$ cat config.mk
export PLATFORM = sky130hd
export DESIGN_NAME = alu_muldiv
export DESIGN_NICKNAME = d
export VERILOG_FILES = /design/src/rtl/alu_muldiv.sv
export SDC_FILE = /design/constraint.sdc
export NUM_CORES = 1
export LEC_CHECK = 0
export ABC_AREA = 1
export CELL_PAD_IN_SITES_DETAIL_PLACEMENT = 2
export CELL_PAD_IN_SITES_GLOBAL_PLACEMENT = 2
export CORE_AREA = 5 5 264 331
export DETAILED_ROUTE_END_ITERATION = 12
export DIE_AREA = 0 0 269 336
export HOLD_SLACK_MARGIN = 0.06
export PLACE_DENSITY = 0.95
export SLEW_MARGIN = 20
export SYNTH_ARGS = -nofsm -noshare
export SYNTH_HDL_FRONTEND = slang
export SYNTH_SLANG_ARGS = --single-unit
$ cat constraint.sdc
create_clock -name clk -period 9.85 [get_ports clk]
set_input_delay 2.4625 -clock clk [delete_from_list [all_inputs] [get_ports clk]]
set_output_delay 2.4625 -clock clk [all_outputs]
set_load 0.03 [all_outputs]
$ cat src/rtl/alu_muldiv.sv
// alu_muldiv: handshaked EX-stage ALU. Single-cycle logic/arith/shift/compare ops plus
// iterative shift-add multiply and restoring divide writing HI (high/remainder) and
// LO (low/quotient). One operation in flight; results held until the consumer takes them.
module alu_muldiv #(
  parameter int unsigned WIDTH = 32,
  parameter int unsigned SHW   = $clog2(WIDTH)
) (
  input  logic             clk,
  input  logic             reset_n,
  input  logic             in_valid,
  output logic             in_ready,
  input  logic [WIDTH-1:0] data1,
  input  logic [WIDTH-1:0] data2,
  input  logic [3:0]       ALUControl,
  output logic             out_valid,
  input  logic             out_ready,
  output logic [WIDTH-1:0] result,
  output logic [WIDTH-1:0] hi,
  output logic [WIDTH-1:0] lo,
  output logic             zero,
  output logic             div_by_zero
);

  // Counter must be able to hold the value WIDTH itself.
  localparam int unsigned CW = SHW + 1;

  localparam logic [3:0] OpAnd   = 4'b0000;
  localparam logic [3:0] OpOr    = 4'b0001;
  localparam logic [3:0] OpAdd   = 4'b0010;
  localparam logic [3:0] OpSltu  = 4'b0011;
  localparam logic [3:0] OpSll   = 4'b0100;
  localparam logic [3:0] OpSrl   = 4'b0101;
  localparam logic [3:0] OpSub   = 4'b0110;
  localparam logic [3:0] OpSlt   = 4'b0111;
  localparam logic [3:0] OpSra   = 4'b1000;
  localparam logic [3:0] OpMult  = 4'b1001;
  localparam logic [3:0] OpMultu = 4'b1010;
  localparam logic [3:0] OpDiv   = 4'b1011;
  localparam logic [3:0] OpNor   = 4'b1100;
  localparam logic [3:0] OpXor   = 4'b1101;
  localparam logic [3:0] OpDivu  = 4'b1110;

  typedef enum logic [1:0] {StIdle, StMul, StDiv, StDone} state_e;

  state_e state_q, state_d;

  logic [WIDTH-1:0] result_q, result_d;
  logic [WIDTH-1:0] hi_q, hi_d;
  logic [WIDTH-1:0] lo_q, lo_d;
  logic             zero_q, zero_d;
  logic             dbz_q, dbz_d;

  // Iteration datapath: acc holds product high half / partial remainder, wrk holds the
  // multiplier bits still to consume / dividend bits shifting into quotient bits.
  logic [WIDTH-1:0] a_raw_q, a_raw_d;
  logic [WIDTH-1:0] bmag_q, bmag_d;
  logic [WIDTH-1:0] acc_q, acc_d;
  logic [WIDTH-1:0] wrk_q, wrk_d;
  logic [CW-1:0]    cnt_q, cnt_d;
  logic             negq_q, negq_d;
  logic             negr_q, negr_d;

  logic             accept;
  logic             is_mul, is_div, is_sgn;
  logic [SHW-1:0]   shamt;
  logic [WIDTH-1:0] alu_res;

  logic [WIDTH:0]     mul_sum;
  logic [WIDTH:0]     div_sh;
  logic [WIDTH:0]     div_diff;
  logic [2*WIDTH-1:0] prod_mag;
  logic [2*WIDTH-1:0] prod_fix;
  logic [WIDTH-1:0]   quo_fix;
  logic [WIDTH-1:0]   rem_fix;

  function automatic logic [WIDTH-1:0] magnitude(input logic [WIDTH-1:0] v, input logic sgn);
    return (sgn && v[WIDTH-1]) ? -v : v;
  endfunction

  assign out_valid   = (state_q == StDone);
  assign in_ready    = (state_q == StIdle) && !(out_valid && !out_ready);
  assign accept      = in_valid && in_ready;
  assign result      = result_q;
  assign hi          = hi_q;
  assign lo          = lo_q;
  assign zero        = zero_q;
  assign div_by_zero = dbz_q;

  assign shamt  = data2[SHW-1:0];
  assign is_mul = (ALUControl == OpMult) || (ALUControl == OpMultu);
  assign is_div = (ALUControl == OpDiv) || (ALUControl == OpDivu);
  assign is_sgn = (ALUControl == OpMult) || (ALUControl == OpDiv);

  // Single-cycle ALU result, evaluated on the live operands at accept time.
  always_comb begin
    alu_res = '0;
    case (ALUControl)
      OpAnd:   alu_res = data1 & data2;
      OpOr:    alu_res = data1 | data2;
      OpAdd:   alu_res = data1 + data2;
      OpSub:   alu_res = data1 - data2;
      OpSlt:   alu_res = {{(WIDTH-1){1'b0}}, ($signed(data1) < $signed(data2))};
      OpSltu:  alu_res = {{(WIDTH-1){1'b0}}, (data1 < data2)};
      OpNor:   alu_res = ~(data1 | data2);
      OpXor:   alu_res = data1 ^ data2;
      OpSll:   alu_res = data1 << shamt;
      OpSrl:   alu_res = data1 >> shamt;
      OpSra:   alu_res = $unsigned($signed(data1) >>> shamt);
      default: alu_res = '0;
    endcase
  end

  // One shift-add / restore step and the final sign correction of the magnitudes.
  always_comb begin
    mul_sum  = {1'b0, acc_q} + (wrk_q[0] ? {1'b0, bmag_q} : '0);
    div_sh   = {acc_q, wrk_q[WIDTH-1]};
    div_diff = div_sh - {1'b0, bmag_q};
    prod_mag = {acc_q, wrk_q};
    prod_fix = negq_q ? -prod_mag : prod_mag;
    quo_fix  = negq_q ? -wrk_q : wrk_q;
    rem_fix  = negr_q ? -acc_q : acc_q;
  end

  // Next-state and datapath updates for the control FSM.
  always_comb begin
    state_d  = state_q;
    result_d = result_q;
    hi_d     = hi_q;
    lo_d     = lo_q;
    zero_d   = zero_q;
    dbz_d    = dbz_q;
    a_raw_d  = a_raw_q;
    bmag_d   = bmag_q;
    acc_d    = acc_q;
    wrk_d    = wrk_q;
    cnt_d    = cnt_q;
    negq_d   = negq_q;
    negr_d   = negr_q;

    unique case (state_q)
      StIdle: begin
        if (accept) begin
          a_raw_d = data1;
          bmag_d  = magnitude(data2, is_sgn);
          wrk_d   = magnitude(data1, is_sgn);
          acc_d   = '0;
          cnt_d   = '0;
          negq_d  = is_sgn && (data1[WIDTH-1] ^ data2[WIDTH-1]);
          negr_d  = is_sgn && data1[WIDTH-1];
          if (is_mul) begin
            state_d = StMul;
            dbz_d   = 1'b0;
          end else if (is_div) begin
            state_d = StDiv;
          end else begin
            state_d  = StDone;
            result_d = alu_res;
            zero_d   = (alu_res == '0);
            dbz_d    = 1'b0;
          end
        end
      end

      StMul: begin
        if (cnt_q == CW'(WIDTH)) begin
          hi_d     = prod_fix[2*WIDTH-1:WIDTH];
          lo_d     = prod_fix[WIDTH-1:0];
          result_d = prod_fix[WIDTH-1:0];
          zero_d   = (prod_fix[WIDTH-1:0] == '0);
          state_d  = StDone;
        end else begin
          acc_d = mul_sum[WIDTH:1];
          wrk_d = {mul_sum[0], wrk_q[WIDTH-1:1]};
          cnt_d = cnt_q + CW'(1);
        end
      end

      StDiv: begin
        if (cnt_q == CW'(WIDTH)) begin
          // Divide by zero overrides the iterated values with fixed results.
          if (bmag_q == '0) begin
            lo_d     = '1;
            hi_d     = a_raw_q;
            result_d = '1;
            zero_d   = 1'b0;
            dbz_d    = 1'b1;
          end else begin
            lo_d     = quo_fix;
            hi_d     = rem_fix;
            result_d = quo_fix;
            zero_d   = (quo_fix == '0);
            dbz_d    = 1'b0;
          end
          state_d = StDone;
        end else begin
          if (!div_diff[WIDTH]) begin
            acc_d = div_diff[WIDTH-1:0];
            wrk_d = {wrk_q[WIDTH-2:0], 1'b1};
          end else begin
            acc_d = div_sh[WIDTH-1:0];
            wrk_d = {wrk_q[WIDTH-2:0], 1'b0};
          end
          cnt_d = cnt_q + CW'(1);
        end
      end

      StDone: begin
        if (out_ready) begin
          state_d = StIdle;
        end
      end

      default: state_d = StIdle;
    endcase
  end

  // State and datapath registers with synchronous active-low reset.
  always_ff @(posedge clk) begin
    if (!reset_n) begin
      state_q  <= StIdle;
      result_q <= '0;
      hi_q     <= '0;
      lo_q     <= '0;
      zero_q   <= 1'b1;
      dbz_q    <= 1'b0;
      a_raw_q  <= '0;
      bmag_q   <= '0;
      acc_q    <= '0;
      wrk_q    <= '0;
      cnt_q    <= '0;
      negq_q   <= 1'b0;
      negr_q   <= 1'b0;
    end else begin
      state_q  <= state_d;
      result_q <= result_d;
      hi_q     <= hi_d;
      lo_q     <= lo_d;
      zero_q   <= zero_d;
      dbz_q    <= dbz_d;
      a_raw_q  <= a_raw_d;
      bmag_q   <= bmag_d;
      acc_q    <= acc_d;
      wrk_q    <= wrk_d;
      cnt_q    <= cnt_d;
      negq_q   <= negq_d;
      negr_q   <= negr_d;
    end
  end

endmodule

# Word-level counts from Yosys, hierarchy flattened
# Cells that the tools add are included.
# op_classes
n_addsub	10
magnitude_cmp	2
eq_ne	29
n_shift	3
mux	51
bitwise	5
n_reduce_logical	29
# ops
operator	count
$mux W32	21
$pmux W32 S11	1
$pmux W32 S3	3
$logic_not A32 Y1	4
$neg A32 Y32	4
$pmux W32 S2	2
$lt A32 B32 Y1	2
$mux W64	1
$neg A64 Y64	1
$add A32 B32 Y33	1
$sub A33 B32 Y33	1
$add A32 B32 Y32	1
$and A32 B32 Y32	1
$not A32 Y32	1
$or A32 B32 Y32	1
$shl A32 B5 Y32	1
$shr A32 B5 Y32	1
$sshr A32 B5 Y32	1
$sub A32 B32 Y32	1
$xor A32 B32 Y32	1
$eq A4 B4 Y1 const B	7
$eq A4 B3 Y1 const B	4
$ne A2 B2 Y1 const B	8
$mux W1	13
other kinds (27)	47
# word_totals
reg_bits	236
out_inout_bits	100
word_cells	142

# Logic depth before layout (Yosys ltp)
# logic_depth
depth_word	8
mapped_depth	27
mapped_depth_nobuf	23

# Least setup slack after synthesis
# OpenSTA, ideal clock, no wires.
# synth_path
kind	input-to-reg
start	input data2[3]
end	register zero_q, in the netlist zero
t_arrival_ps	4919
slack_ps	4872
stages	25
path_buffers	4
cell_sequence	buf_4 > inv_1 > buf_4 > clkbuf_1 > ha_1 > buf_2 > inv_1 > nand2_1 > nand3_1 > nand2_1 > nand2_1 > nand2_1 > nand2_1 > nand2_1 > nand2_1 > nor2_1 > nor2_1 > nand3_1 > nor2_1 > nand2_1 > nor2_1 > nand4_1 > nand2_1 > nand2_1 > nand2_1
# synth_between
elab_chain_len	8
# synth_rtl
element	line	rtl
from (decl)	13	input logic [WIDTH-1:0] data2,
branches (longest 2 deep; another with $sub A32 B32 Y32)	-	
$pmux W32 S11 (*)	97	case (ALUControl)
$logic_not A32 Y1 (*)	158	zero_d = (alu_res == '0);
$mux W1 (*)	153	end else if (is_div) begin
$mux W1 (*)	150	if (is_mul) begin
$mux W1 (*)	142	if (accept) begin
$pmux W1 S3 (*)	140	unique case (state_q)
to (signal assigned)	238	zero_q <= zero_d;
to (decl)	50	logic zero_q, zero_d;
# Mark *: on every way between the ends. The select of a mux whose other input is x is not followed.
# A chain may end at the register's enable or synchronous reset.

# Final worst setup path
# layout_path
start	input data1[18]
end	register zero_q, in the netlist zero
# layout_between
elab_chain_len	8
# layout_rtl
element	line	rtl
from (decl)	12	input logic [WIDTH-1:0] data1,
branches (longest 2 deep; another with $sub A32 B32 Y32)	-	
$pmux W32 S11 (*)	97	
$logic_not A32 Y1 (*)	158	
$mux W1 (*)	153	
$mux W1 (*)	150	
$mux W1 (*)	142	
$pmux W1 S3 (*)	140	
# Marked as above.

==> flow_metrics.tcl <==
set metrics [dict create \
    period_needed_ns 6.36 \
    startpoint_type "input port" \
    synth.yosys.seq_area_share_pct 16.3 \
    clk_path_buf_depth 3 \
    ctsHoldBuffers 0 \
    synth_cells 5205 \
    timing.final.hold_violations 0 \
    slew_headroom_pct 17.1 \
    ys_warn_count 0 \
    syn_area_um2 29000 \
    critPathSlowestCell "clkdlybuf4s50_1" \
    cp_common_cell "nand2_1" \
    slowest_delay_ns 1.08 \
    crit_family "simple AND/OR/NAND/NOR gates" \
    ir_worst_vdd_uv 185 \
    cp_num_buf_inv 3 \
    grt_max_degree 88 \
    critPathKind "in -> reg" \
    vias 41035 \
    die_area_um2 90400 \
    dr.first_iter.drc_count 4077 \
    worstMarginPinSlew_ns 1.23 \
    crit_chain "clkdlybuf4s50_1 > inv_1 > ha_1 > nor2_1 > inv_1 > nor2_1 > nand2_1 > nor3_1 > nand2_1 > nand2_1 > nand2_1 > nand3_1 > nand3_1 > nor2_1 > nand2_1 > nor2_1 > nand4_1 > nand2_1 > nand2_1 > nand2_1" \
    outcome "completed" \
    rsz0062_at_grt "no" \
    setup_viol 0 \
    grt_overflow 0 \
    cts_tree "built" \
    p_per_area_nw_per_um2 212 \
    routed_wirelength_um 215000 \
    fp.dieH_um 336 \
    routabilityCongestion 1.07 \
    drc_errors 0 \
    async_reset_ff_share_pct 0 \
    finalMaxSlewViolations 0 \
    synth_top_area_share_pct 17.6 \
    grt_pass1_wl_um 306000 \
    final_area_um2 32600 \
    insertion_delay_ns 0.67 \
    min_path_type "reg -> reg" \
    cp-end-kind "flop" \
    rows 119 \
    synth_flop_cell "dfxtp_1" \
    worstPathRequired_ns 10.44 \
    ctsHtreeMaxLevel 1 \
    crit_fanout 10 \
    start_util_pct 34.7 \
    layout-drive-gt1-share_pct 4.57 \
    synth-edff-count 0 \
    hpwl_um 162000 \
    synth_nets 5454 \
    timing.final.crit_share_pct 64.5 \
    clk_pin_slew_ns 0.07 \
    fmax_ghz 0.157 \
    io_buffer_count 171 \
    post_cts_buffers 0 \
    ant_nets 0 \
    dp.cells 6294 \
    post_dp_cell_area_um2 31500 \
    core_area_um2 83700 \
    die_w_um 269 \
    ios 172 \
    cts.repair.resized 0 \
    numCtsBuffers 29 \
    layout.nets 5485 \
    skew_ns 0.0562 \
    synth_top_area_cell "nand2_1" \
    finalNonFillerCells 6360 \
    arrival_ns 6.95 \
    synth_cell_types 63 \
    syn_avg_cell_area_um2 5.58 \
    antenna_found_initial 16 \
    area_growth_syn_to_layout_pct 12.2 \
    timing.setup.tns_ns 0 \
    synth_area_leaders "nand2_1 (18%), dfxtp_1 (16%), nand3_1 (9.6%)" \
    ys_ff_latch 236 \
    vias_per_cell 6.45 \
    maxCapViolations 0 \
    cts_sinks 236 \
    wl_per_cell_um 33.8 \
    grtUsageTotal_pct 45.6 \
    p_leak_nw 16.1 \
    dr.pass1.iters 6 \
    cts_root_buffer "clkbuf_16" \
    grt_pass1_vias 44016 \
]
layout by cell type, fill, tap and decap left out, types with 7 or more instances in the layout:
cell             count
nor2_1             484
inv_1              690
nor3_1              60
nor4_1              14
nor2_2              12
nand2_1           1358
o21ai_0            368
nand2_2             14
o221ai_1            10
a221oi_1            31
a31oi_1             44
nand3b_1            14
clkdlybuf4s50_1    167
o211ai_1            38
clkbuf_16           29
nand4_1             72
o21bai_1            13
dfxtp_1            235
nand3_2              7
o21ai_2              9
xor2_1              91
a211oi_1            10
a21o_1               8
o2111ai_1            7
or2_2               36
and2_1               7
ha_1               172
diode_2             14
inv_2               12
nand3_1            558
a21oi_1            434
buf_4               76
o21ai_1             24
xnor2_1             11
o22ai_1             51
worst min-delay path, delay by kind of cell (launching register included):
kind	cells	cell delay, ns
buf+inv	1	0.08
flops	1	0.31
compound gates	1	0.07
final cells by class:
cell class | instances | area [µm²]
Fill cell | 10686 | 51100
Multi-Input combinational cell | 4016 | 20600
Sequential cell | 236 | 4730
Inverter | 707 | 2660
Timing Repair Buffer | 246 | 2260
Tap cell | 1089 | 1360
Clock buffer | 38 | 790
Clock inverter | 14 | 198
Antenna cell | 14 | 35.0
metal layers:
| layer | vias up | share of wire, % | GRT usage (%) |
|---|---|---|---|
| li1 | 17157 | - | - |
| met1 | 20194 | 35 | 48.0 |
| met2 | 2524 | 44 | 72.7 |
| met3 | 1150 | 7.8 | 9.96 |
| met4 | 10 | 13 | 47.2 |
| met5 | - | 0.030 | 0 |
stage by stage:
stage	total power [mW]	util [%]	setup slack [ns]	hold slack, ns
floorplan	3.57	-	4.87	0.425
global placement	5.02	37.7	3.13	0.457
detailed placement	5.27	37.7	3.05	0.477
CTS	6.63	38.9	3.66	0.505
global route	7.02	38.9	3.37	0.529
finish	6.91	38.9	3.49	0.520
logic make-up after synthesis:
logic type | share of synthesized area [%]
DFF | 16.3
buffers and inverters | 13.1
and+or+nand+nor | 39.4
AOI/OAI and AO/OA | 20.5
adders and majority gates | 7.73
xor gates and xnor gates | 3.08
cell usage after synthesis, types with 8 or more instances:
| master | instances |
|---|---|
| a211oi_1 | 10 |
| a21o_1 | 8 |
| a21oi_1 | 434 |
| a221oi_1 | 31 |
| a31oi_1 | 44 |
| buf_1 | 29 |
| buf_2 | 67 |
| buf_4 | 13 |
| buf_6 | 11 |
| clkbuf_1 | 126 |
| dfxtp_1 | 236 |
| ha_1 | 173 |
| inv_1 | 693 |
| inv_2 | 11 |
| nand2_1 | 1359 |
| nand2_2 | 13 |
| nand3_1 | 559 |
| nand3b_1 | 14 |
| nand4_1 | 72 |
| nor2_1 | 488 |
| nor2_2 | 10 |
| nor3_1 | 60 |
| nor4_1 | 15 |
| o211ai_1 | 38 |
| o21ai_0 | 368 |
| o21ai_1 | 24 |
| o21ai_2 | 9 |
| o21bai_1 | 13 |
| o221ai_1 | 10 |
| o22ai_1 | 51 |
| or2_2 | 36 |
| xnor2_1 | 11 |
| xor2_1 | 91 |
where the power goes:
part / total (mW) / switching [mW] / internal (mW)
registers: 1.52 / 0.336 / 1.18
clock network: 1.21 / 0.540 / 0.671
logic: 4.18 / 3.20 / 0.975
registers in the layout, summed over array words and instances (netlist names):
| signal | flops |
|---|---|
| result | 32 |
| cnt_q | 6 |
| lo | 32 |
| hi | 32 |
| state_q | 2 |
| a_raw_q | 32 |
| wrk_q | 32 |
| zero | 1 |
| negr_q | 1 |
| bmag_q | 32 |
| negq_q | 1 |
| div_by_zero | 1 |
| acc_q | 32 |
worst paths after layout:
kind                            cells after the start         from           to  slack [ns]
worst max-delay path                               20    data1[18]         zero        3.49
worst min-delay path                                2  a_raw_q[26]  a_raw_q[26]        0.52
worst max register to register                     11    acc_q[17]     acc_q[1]        5.19
worst min register to register                      2  a_raw_q[26]  a_raw_q[26]        0.52
No activity file was read; power rests on OpenSTA's default activity.
